$ cat config.mk
export PLATFORM = sky130hd
export DESIGN_NAME = sync_fifo
export DESIGN_NICKNAME = d
export VERILOG_FILES = /design/src/rtl/fifo_pkg.sv /design/src/rtl/dp_ram.sv /design/src/rtl/sync_fifo.sv
export SDC_FILE = /design/constraint.sdc
export NUM_CORES = 1
export LEC_CHECK = 0
export BUFFER_PORTS_ARGS = -buffer_cell sky130_fd_sc_hd__buf_4
export CAP_MARGIN = 15
export CORE_MARGIN = 2
export CORE_UTILIZATION = 45
export CTS_CLUSTER_DIAMETER = 50
export DETAILED_ROUTE_END_ITERATION = 16
export GPL_ROUTABILITY_DRIVEN = 0
export PLACE_DENSITY = 0.71
export SLEW_MARGIN = 20
export SYNTH_ARGS = -nofsm -noshare
export SYNTH_HDL_FRONTEND = slang
export SYNTH_HIERARCHICAL = 1
export SYNTH_SLANG_ARGS = --single-unit
$ cat constraint.sdc
create_clock -name clock -period 4.1 [get_ports clock]
set_input_delay 0.82 -clock clock [delete_from_list [all_inputs] [get_ports clock]]
set_output_delay 0.82 -clock clock [all_outputs]
set_load 0.01 [all_outputs]
$ cat src/rtl/fifo_pkg.sv
// Shared constants and helpers for the synchronous FIFO.
package fifo_pkg;

  localparam int FIFO_WIDTH_DEF = 8;
  localparam int FIFO_DEPTH_DEF = 16;
  localparam int ADDR_WIDTH_DEF = 4;
  localparam int AF_THRESH_DEF  = 14;
  localparam int AE_THRESH_DEF  = 2;

  // Pointers carry one extra wrap bit above the RAM address.
  function automatic int ptr_w(input int aw);
    return aw + 1;
  endfunction

endpackage

$ cat src/rtl/dp_ram.sv
// Simple dual-port storage array with a registered read port.
module dp_ram #(
  parameter int RAM_WIDTH  = 8,
  parameter int ADDR_WIDTH = 4
) (
  input  logic                  write_clock,
  input  logic                  read_clock,
  input  logic                  dram_rst,
  input  logic                  write_allow,
  input  logic [ADDR_WIDTH-1:0] write_addr,
  input  logic [RAM_WIDTH-1:0]  write_data,
  input  logic                  read_allow,
  input  logic [ADDR_WIDTH-1:0] read_addr,
  output logic [RAM_WIDTH-1:0]  read_data
);

  logic [RAM_WIDTH-1:0] mem [2**ADDR_WIDTH];
  logic [RAM_WIDTH-1:0] rdata_q;

  always_ff @(posedge write_clock) begin
    if (write_allow && !dram_rst)
      mem[write_addr] <= write_data;
  end

  // Output register is deliberately not reset; the owner masks it.
  always_ff @(posedge read_clock) begin
    if (read_allow && !dram_rst)
      rdata_q <= mem[read_addr];
  end

  assign read_data = rdata_q;

endmodule

$ cat src/rtl/sync_fifo.sv
// Single-clock FIFO: pointer, count and flag control around dp_ram.
module sync_fifo
  import fifo_pkg::*;
#(
  parameter int FIFO_WIDTH          = FIFO_WIDTH_DEF,
  parameter int FIFO_DEPTH          = FIFO_DEPTH_DEF,
  parameter int ADDR_WIDTH          = ADDR_WIDTH_DEF,
  parameter int ALMOST_FULL_THRESH  = AF_THRESH_DEF,
  parameter int ALMOST_EMPTY_THRESH = AE_THRESH_DEF
) (
  input  logic                  clock,
  input  logic                  fifo_rst_n,
  input  logic                  flush,
  input  logic                  clear_err,
  input  logic                  wr_en,
  input  logic [FIFO_WIDTH-1:0] wr_data,
  input  logic                  rd_en,
  output logic [FIFO_WIDTH-1:0] rd_data,
  output logic                  rd_valid,
  output logic                  full,
  output logic                  empty,
  output logic                  almost_full,
  output logic                  almost_empty,
  output logic [ADDR_WIDTH:0]   fill_count,
  output logic                  overflow,
  output logic                  underflow
);

  localparam int PW = ptr_w(ADDR_WIDTH);

  logic [PW-1:0] wr_ptr_q, wr_ptr_d;
  logic [PW-1:0] rd_ptr_q, rd_ptr_d;
  logic [PW-1:0] cnt_q, cnt_d;
  logic          full_q, full_d;
  logic          empty_q, empty_d;
  logic          af_q, af_d;
  logic          ae_q, ae_d;
  logic          ovf_q, ovf_d;
  logic          unf_q, unf_d;
  logic          rv_q, rv_d;
  logic          wr_acc, rd_acc;
  logic [FIFO_WIDTH-1:0] ram_rdata;

  assign wr_acc = wr_en & ~full_q & ~flush;
  assign rd_acc = rd_en & ~empty_q & ~flush;

  always_comb begin
    wr_ptr_d = wr_ptr_q;
    rd_ptr_d = rd_ptr_q;
    cnt_d    = cnt_q;
    ovf_d    = ovf_q;
    unf_d    = unf_q;
    rv_d     = rd_acc;
    if (flush) begin
      wr_ptr_d = '0;
      rd_ptr_d = '0;
      cnt_d    = '0;
      ovf_d    = 1'b0;
      unf_d    = 1'b0;
      rv_d     = 1'b0;
    end else begin
      if (wr_acc) wr_ptr_d = wr_ptr_q + PW'(1);
      if (rd_acc) rd_ptr_d = rd_ptr_q + PW'(1);
      unique case (1'b1)
        wr_acc & ~rd_acc: cnt_d = cnt_q + PW'(1);
        rd_acc & ~wr_acc: cnt_d = cnt_q - PW'(1);
        default:          cnt_d = cnt_q;
      endcase
      // A set event in the same cycle as clear_err wins.
      if (wr_en & full_q)   ovf_d = 1'b1;
      else if (clear_err)   ovf_d = 1'b0;
      if (rd_en & empty_q)  unf_d = 1'b1;
      else if (clear_err)   unf_d = 1'b0;
    end
  end

  assign full_d  = (cnt_d == PW'(FIFO_DEPTH));
  assign empty_d = (cnt_d == '0);
  assign af_d    = (cnt_d >= PW'(ALMOST_FULL_THRESH));
  assign ae_d    = (cnt_d <= PW'(ALMOST_EMPTY_THRESH));

  always_ff @(posedge clock or negedge fifo_rst_n) begin
    if (!fifo_rst_n) begin
      wr_ptr_q <= '0;
      rd_ptr_q <= '0;
      cnt_q    <= '0;
      full_q   <= 1'b0;
      empty_q  <= 1'b1;
      af_q     <= 1'b0;
      ae_q     <= 1'b1;
      ovf_q    <= 1'b0;
      unf_q    <= 1'b0;
      rv_q     <= 1'b0;
    end else begin
      wr_ptr_q <= wr_ptr_d;
      rd_ptr_q <= rd_ptr_d;
      cnt_q    <= cnt_d;
      full_q   <= full_d;
      empty_q  <= empty_d;
      af_q     <= af_d;
      ae_q     <= ae_d;
      ovf_q    <= ovf_d;
      unf_q    <= unf_d;
      rv_q     <= rv_d;
    end
  end

  dp_ram #(
    .RAM_WIDTH  (FIFO_WIDTH),
    .ADDR_WIDTH (ADDR_WIDTH)
  ) u_ram (
    .write_clock (clock),
    .read_clock  (clock),
    .dram_rst    (~fifo_rst_n),
    .write_allow (wr_acc),
    .write_addr  (wr_ptr_q[ADDR_WIDTH-1:0]),
    .write_data  (wr_data),
    .read_allow  (rd_acc),
    .read_addr   (rd_ptr_q[ADDR_WIDTH-1:0]),
    .read_data   (ram_rdata)
  );

  // Hide the unreset RAM output register when nothing was popped.
  assign rd_data      = rv_q ? ram_rdata : '0;
  assign rd_valid     = rv_q;
  assign full         = full_q;
  assign empty        = empty_q;
  assign almost_full  = af_q;
  assign almost_empty = ae_q;
  assign fill_count   = cnt_q;
  assign overflow     = ovf_q;
  assign underflow    = unf_q;

endmodule

After elaboration in Yosys (flattened, before gate mapping)
Memories as Yosys holds them, arrays and structs flattened. A register that Yosys moved wholly into a read port is not among the register bits. Cells that the tools add are included. Widths: inputs -> output; s select.

Bits in registers: 22. Bits in writable memories: 128. Input bits: 14. Word-level logic and storage cells: 53. Memories kept: 1.

Memory list: u_ram.mem (words 16, bits a word 8, rd ports 1, clocked after memory_dff 1, write ports 1, line dp_ram.sv:17) `logic [RAM_WIDTH-1:0] mem [2**ADDR_WIDTH];`.

Add/subtract/negate cells: 4. $lt $le $gt $ge: 2. Equal/unequal tests: 1. Multiplexer cells: 15. Bitwise logic cells: 13. Reduce and logical (&&, ||, !) cells: 7.

Operator list (count): $mux 5 (5); $add 5x1->5 const B (3); $pmux 5 s2 (1); $and 1x1->1 (8); $mux 1 (8); $mux 8 (1); $reduce_bool 3->1 (2); $eq 5x5->1 const B (1); $ge 5x4->1 const B (1); $le 5x2->1 const B (1); $logic_not 5->1 (1); $not 1->1 (5); $sub 5x1->5 const B (1); $reduce_bool 2->1 (2); $logic_and 1x1->1 (2).

Logic depth before layout (Yosys ltp)
Gate-level depths: netlist of run 1.

Depth after elaboration: 8. Mapped depth: 10.

By module
The synthesis of run 1 kept the hierarchy.

Modules (own cells, without submodules): dp_ram (instances 1, cells each 231, area an instance 5242.5 sq um); sync_fifo (instances 1, cells each 116, area an instance 1111.1 sq um).

Worst setup path after synthesis of run 1
Ideal clock, no wire load.

Path type: input port to flip-flop. Start point: input flush. End point: register ae_q (netlist: almost_empty). Library setup time: 105 ps. Arrival: 2909 ps. Required time: 3995 ps. Path slack: 1086 ps. Stages on the path: 10. Cells stage by stage: or3b_4 inv_1 nand2_1 xnor2_1 ha_1 a21o_1 and3_1 o311ai_0 o21ai_1 o41ai_1.

Longest elaborated chain between the ends: 7. Elaborated cells on any way between the ends: 10.

Ends and longest elaborated chain: from (decl) (line sync_fifo.sv:13) `input logic flush,`; $not 1->1 (line sync_fifo.sv:44, sync_fifo.sv:45); $and 1x1->1, on equally long branches (line sync_fifo.sv:44, sync_fifo.sv:45); $not 1->1, on equally long branches (line sync_fifo.sv:66, sync_fifo.sv:65); $and 1x1->1, on equally long branches (line sync_fifo.sv:66, sync_fifo.sv:65); $pmux 5 s2 (line sync_fifo.sv:64) `unique case (1'b1)`; $mux 5 * (line sync_fifo.sv:54) `if (flush) begin`; net cnt_d[2] (line sync_fifo.sv:33) `logic [PW-1:0] cnt_q, cnt_d;`; $le 5x2->1 * (line sync_fifo.sv:80) `assign ae_d = (cnt_d <= PW'(ALMOST_EMPTY_THRESH));`; net ae_d (line sync_fifo.sv:37) `logic ae_q, ae_d;`; to (signal assigned) (line sync_fifo.sv:90) `ae_q <= 1'b1;`; to (signal assigned) (line sync_fifo.sv:101) `ae_q <= ae_d;`; to (decl) (line sync_fifo.sv:37).

Mark *: on every way through the listed nets, which the timed path passes. The rest lies on a longest branch. A chain may end at the register's enable or synchronous reset.

Worst setup path in the final report of run 1
Same ends and word-level chain as after synthesis.

==> results of run 1 <==
sequential cells by signal (all words and copies together), names as in the netlist:
name             cells
u_ram/mem          128
overflow             1
empty                1
u_ram/read_data      8
rd_valid             1
full                 1
almost_empty         1
fill_count           5
rd_ptr_q             4
underflow            1
almost_full          1
wr_ptr_q             4
worst max-delay path: cells and delay by family:
family | cells | cell delay, ns
AOI/OAI and AO/OA | 4 | 1.17
xor gates and xnor gates | 1 | 0.15
adders and majority gates | 1 | 0.23
buffers and inverters | 2 | 0.31
and+or+nand+nor | 3 | 0.74
layout make-up:
type | instances | area share [%]
clock buffer | 19 | 5.80
timing repair buffer | 44 | 4.43
clock inverter | 13 | 2.97
sequential | 156 | 61.5
multi-input combinational | 169 | 21.9
inverter | 7 | 0.352
tap | 180 | 3.02
stage by stage:
| stage | cells | hold slack (ns) |
|---|---|---|
| 2_1_floorplan | 347 | 0.524 |
| 5_1_grt | 588 | 0.277 |
| 3_5_place_dp | 556 | 0.530 |
| 3_3_place_gp | 556 | 0.528 |
| 4_1_cts | 588 | 0.270 |
| 6_report | 588 | 0.279 |
synthesized netlist by cell type (all sizes together), types with 4 or more instances:
library cell | instances | share of area, %
edfxtp | 136 | 64
mux4 | 32 | 12
nor2 | 27 | 1.6
a22oi | 19 | 2.2
dfrtp | 18 | 7.1
nand2 | 18 | 1.1
and2 | 11 | 1.1
buf | 8 | 0.95
inv | 7 | 0.41
xnor2 | 6 | 0.83
a21oi | 5 | 0.39
nand2b | 5 | 0.49
xor2 | 5 | 0.69
clkbuf | 4 | 0.24
ha | 4 | 0.79
nor2b | 4 | 0.39
nor3 | 4 | 0.32
cells by family (layout without fill, tap and decap cells):
| family | count (synthesis) | count (layout) | synth area share, % |
|---|---|---|---|
| flops | 156 | 156 | 72.2 |
| simple gates | 84 | 84 | 6.77 |
| compound gates | 37 | 37 | 4.33 |
| mux | 33 | 33 | 12.3 |
| buf+inv | 22 | 83 | 2.07 |
| xor+xnor | 11 | 11 | 1.52 |
| fa+ha+maj | 4 | 4 | 0.788 |
power breakdown:
part | switching (mW) | internal, mW | leakage, nW
registers | 0.0408 | 1.75 | 1.49
logic | 0.0923 | 0.0956 | 0.772
clock network | 0.593 | 1.13 | 0.312
total | 0.726 | 2.98 | 2.57
layout by cell type, fill, tap and decap left out, types with 2 or more instances in the layout:
cell type   count
a21oi_1         5
a22oi_1        19
and2_1         11
buf_4          44
bufinv_16       6
clkbuf_1        2
clkbuf_16      17
clkinv_1        2
clkinv_2        2
clkinvlp_4      2
dfrtp_1        16
dfrtp_2         2
dfstp_2         2
edfxtp_1      136
ha_1            4
inv_1           7
mux4_1         14
mux4_2         18
nand2_1        18
nand2b_1        5
nand4_1         2
nand4b_1        3
nor2_1         27
nor2b_1         4
nor3_1          4
o211ai_1        3
o41ai_1         3
xnor2_1         6
xor2_1          5
routing by layer:
metal  GRT usage [%]  part of all wire [%]  up-vias  wire length (um)
li1                -                     -     1487                 -
met1            24.5                    44     1747              5610
met2            28.8                    49      129              6200
met3            3.90                   5.1       17               647
met4            7.76                   1.5        0               189
met5               0                     0        -                 0
worst max path at each step:
stage | end | cells past startpoint | from
after floorplan | almost_empty | 10 | flush
after global placement | almost_empty | 11 | flush
after detailed placement | almost_empty | 11 | flush
after CTS | almost_empty | 11 | flush
after global routing | almost_empty | 11 | flush
final | almost_empty | 11 | flush
==> qor.yml, run 1 <==
status: "complete, no violations"
synth_area_mm2: 0.00635
clock_latency_ns: 0.42
design_area_mm2: 0.00746
via_count: 3380
power_leakage_nw: 2.57
dr.pass1.iters: 5
fin_crit_ns: 3.11
yosysWarnings: 6
die-height_um: 123
hold_buffers: 0
grt_pass1_vias: 3413
final_core_util_pct: 54.0
syn_avg_cell_area_um2: 18.3
slew_violations: 0
worst_slew_pin_slew_ns: 0.985
tns_ns: 0
crit_slowest_cell: "or3b_4"
relSlewSlack_pct: 34.1
rows: 43
drc: 0
grt_max_degree: 36
cts_tree: "done"
drt_iter0_drc: 281
clock-sinks: 156
cts_setup_buffers: 0
multi_input_area_mm2: 0.00164
power_mw: 3.70
start_kind: "input pin"
grt-ovfl-total: 0
syn-num-nets: 365
ys_seq_area_share_pct: 72.2
reg2reg_to: "almost_empty"
final_layout_size_suffix_gt1_share_pct: 23.8
fin_skew_ns: 0.00409
drt_wl_total_um: 12600
fillCellCount: 1077
critPathCaptureType: "flop"
syn_to_final_growth_pct: 17.4
port_buffers: 33
grtUsageTotal_pct: 18.2
post_cts_resized: 0
netlist_instances: 347
crit_chain: "buf_4 > or3b_4 > inv_1 > nand2_1 > xnor2_1 > ha_1 > a21o_1 > and3_1 > o311ai_0 > o21ai_1 > o41ai_1"
reg2regPathDepth: 10
fmax_ghz: 0.322
floorplan.die.width_um: 123
synthFlopType: "edfxtp_1"
cts.path.max_buffers: 2
setup-violations-final: 0
hold_path_class: "input pin to async pin"
worst_slack_ns: 0.993
wl_per_cell_um: 21.5
cp.required_ns: 4.40
rr_startpoint: "empty"
htreeDepth: 4
drv_cap: 0
antenna_found_initial: 0
viasPerCell: 5.75
ios: 34
ant_nets: 0
fin_nets: 413
regToRegSetupSlack_ns: 1.21
floorplan.initialDensity_pct: 46.0
dieArea_mm2: 0.0151
postSynth.asyncResetShare_pct: 12.8
diodes: 0
core_mm2: 0.0138
cts-root-buf: "clkbuf_16"
grt_pass1_wl_um: 19400
power.density_mw_per_mm2: 497
cts.clk_slew.worst_paths_ns: 0.06
synth_edf_count: 136
critical_path.max_fanout: 16
rsz0062_at_grt: "no"
cp_slowest_stage_delay_ns: 0.44
final-seq-area_mm2: 0.00459
synth.distinct_cells: 45
hold_viol: 0
placed_area_mm2: 0.00681
dp_slack_ns: 0.614
vdd_drop_max_mv: 0.242
post-route-period-util_pct: 75.8
worst-setup-path-type: "input pin to flop"
cp.arrival_ns: 3.41
numCtsBuffers: 17
dp_hpwl_um: 7870
ys_ff_latch: 156
No activity file was read; power rests on OpenSTA's default activity.
==> run 2, diff against run 1 <==
Settings changed: ABC_AREA set to 1, PLACE_DENSITY 0.71 to 0.73.
Clock period 4.1 ns to 2.8 ns, I/O delays scaled along.
==> run 2 against run 1 <==
Clock skew rose by 0.012 ns; register-to-register slack lost 0.59 ns; cell count rose by 66%; synthesized cell count is 100% higher; power grew 78%; synthesized area increased by 11%; utilization is 0.51 points lower; sequential power rose by 51%; count of clock-buffer cells in the layout shrank 1; critical path type is now flop to flop; largest power group unchanged; highest routed layer unchanged.
==> qor.yml, run 2 <==
status: "complete, no violations"
ys_ff_latch: 156  # unchanged
synth.distinct_cells: 26  # -42%
cts.clk_slew.worst_paths_ns: 0.06  # about the same
grt-ovfl-total: 0  # unchanged
cts.path.max_buffers: 2  # unchanged
cp.arrival_ns: 2.23  # -1.18 ns
drt_wl_total_um: 14900  # +18%
final_layout_size_suffix_gt1_share_pct: 13.9  # -9.8 points
power_mw: 6.61  # +78%
rows: 45  # +4.7%
grt_pass1_vias: 4451  # +30%
fillCellCount: 1307  # +21%
synthFlopType: "edfxtp_1"
hold_viol: 0  # unchanged
power.density_mw_per_mm2: 810  # +63%
dieArea_mm2: 0.0166  # +10%
synth_fa_ha_area_share_pct: 0.712  # -0.076 points
drv_cap: 0  # unchanged
clock-sinks: 156  # unchanged
yosys.area_share.simple_pct: 22.9  # +16 points
netlist_instances: 710  # +100%
diodes: 0  # unchanged
worst-setup-path-type: "flop to flop"
syn_to_final_growth_pct: 16.0
largest_reg_flops: 128  # unchanged
setup-violations-final: 0  # unchanged
worst_slew_pin_slew_ns: 0.729  # -0.255 ns
cp.required_ns: 2.85  # -1.55 ns
start_kind: "flop"
fin_skew_ns: 0.0163  # +0.0122 ns
antenna_found_initial: 0  # unchanged
yosysTopAreaCell: "edfxtp_1"
cts-root-buf: "clkbuf_16"
syn_avg_cell_area_um2: 9.91  # -46%
port_buffers: 33  # unchanged
synth_edf_count: 136  # unchanged
ant_nets: 0  # unchanged
vdd_drop_max_mv: 0.410  # +69%
synth_area_mm2: 0.00703  # +11%
synth_top_family_by_area: "simple AND/OR/NAND/NOR gates"
ios: 34  # unchanged
dp_hpwl_um: 9590  # +22%
rsz0062_at_grt: "no"
critical_path.max_fanout: 9  # -7
slew_violations: 0  # unchanged
synth-xor-area-share_pct: 0.125  # -1.4 points
numCtsBuffers: 17  # unchanged
post_cts_resized: 0  # unchanged
syn-num-nets: 728  # +99%
wl_per_cell_um: 15.2  # -29%
dr.pass1.iters: 5  # unchanged
core_mm2: 0.0153  # +10%
critPathCaptureType: "flop"
synth_mux_area_share_pct: 0  # -12 points
floorplan.initialDensity_pct: 46.1  # +0.14 points
yosysWarnings: 6  # unchanged
cts_tree: "done"
ys_seq_area_share_pct: 65.2  # -7.0 points
fin_crit_ns: 2.18
drt_iter0_drc: 569  # +100%
post-route-period-util_pct: 78.0
synth.top_cells.by_count: "nand2_1 (205), edfxtp_1 (136), inv_1 (127)"
drc: 0  # unchanged
via_count: 4792  # +42%
yosys-top-cells-area: "edfxtp_1 (58%), nand2_1 (11%), nand3_1 (7.7%)"
grt_pass1_wl_um: 23900  # +23%
tns_ns: 0  # unchanged
final-seq-area_mm2: 0.00459  # about the same
cts_setup_buffers: 0  # unchanged
power_leakage_nw: 3.62  # +41%
die-height_um: 129  # +5.0%
relSlewSlack_pct: 51.4  # +17 points
grtUsageTotal_pct: 19.3  # +1.1 points
fin_nets: 776  # +88%
layout_commonest_cell: "nand2_1"
postSynth.asyncResetShare_pct: 12.8  # unchanged
synth_top_area_share_pct: 58.1  # -6.2 points
grt_max_degree: 69  # +92%
multi_input_area_mm2: 0.00176  # +7.9%
floorplan.die.width_um: 129  # +5.0%
layout_common_cells: "nand2_1 (205), edfxtp_1 (136), inv_1 (127)"
viasPerCell: 4.89  # -15%
max_flop_register: "u_ram/mem"
htreeDepth: 4  # unchanged
yosysMostFrequentCell: "nand2_1"
fmax_ghz: 0.458
hold_path_class: "input pin to async pin"
synth_compound_area_share_pct: 1.32  # -3.0 points
hold_buffers: 0  # unchanged
clock_latency_ns: 0.42  # about the same
## run 2: cells by family after synthesis
family,Yosys count
AND/OR/NAND/NOR,371
buffers and inverters,160
flip-flops,156
AO/OA/AOI/OAI,18
adder cells (fa/ha/maj),4
XOR/XNOR,1
## run 2: final timing paths
path / from / end / slack [ns] / cells past startpoint
hold reg to reg: overflow / overflow / 0.53 / 2
setup / recovery: full / u_ram/mem[11][6] / 0.62 / 7
setup reg to reg: full / u_ram/mem[11][6] / 0.62 / 7
hold / removal: fifo_rst_n / overflow / 0.11 / 2
min in group clock: clear_err / overflow / 0.41 / 4
max in group asynchronous: fifo_rst_n / almost_empty / 2.42 / 2
## run 2: worst max-delay path, cell delays in order (launching register included)
cell	delay, ns
dfrtp_1	0.41
inv_1	0.08
nand2_2	0.13
nor2_1	0.20
inv_1	0.06
nor2_1	0.21
nand3b_1	0.18
nor2_1	0.56
## run 2: final cells by class
class,count,share of cell area (%)
sequential,156,56.3
clock inverter,11,2.38
clock buffer,18,5.26
inverter,134,6.17
tap,211,3.24
multi-input combinational,394,21.6
timing repair buffer,55,5.06
## run 2: per-stage QoR
step	hold slack [ns]	utilization (%)	instance area, um2	std cells	setup WS (ns)
global placement	0.522	49.4	7530	950	0.549
global route	0.119	53.4	8160	979	0.392
finish	0.111	53.4	8160	979	0.617
floorplan	0.264	-	7030	710	0.795
CTS	0.109	53.4	8160	979	0.660
detailed placement	0.528	49.4	7530	950	0.474
## run 2: routing by layer
metal	wire (um)	global-route usage [%]
met3	1060	4.54
met1	6540	27.3
met2	7120	29.8
met4	170	6.46
met5	0	0
## run 2: power by group
| group | internal (mW) | switching [mW] | total (mW) |
|---|---|---|---|
| Clock | 1.57 | 0.865 | 2.43 |
| Sequential | 2.64 | 0.0727 | 2.71 |
| Combinational | 0.468 | 0.999 | 1.47 |
| Total | 4.67 | 1.94 | 6.61 |
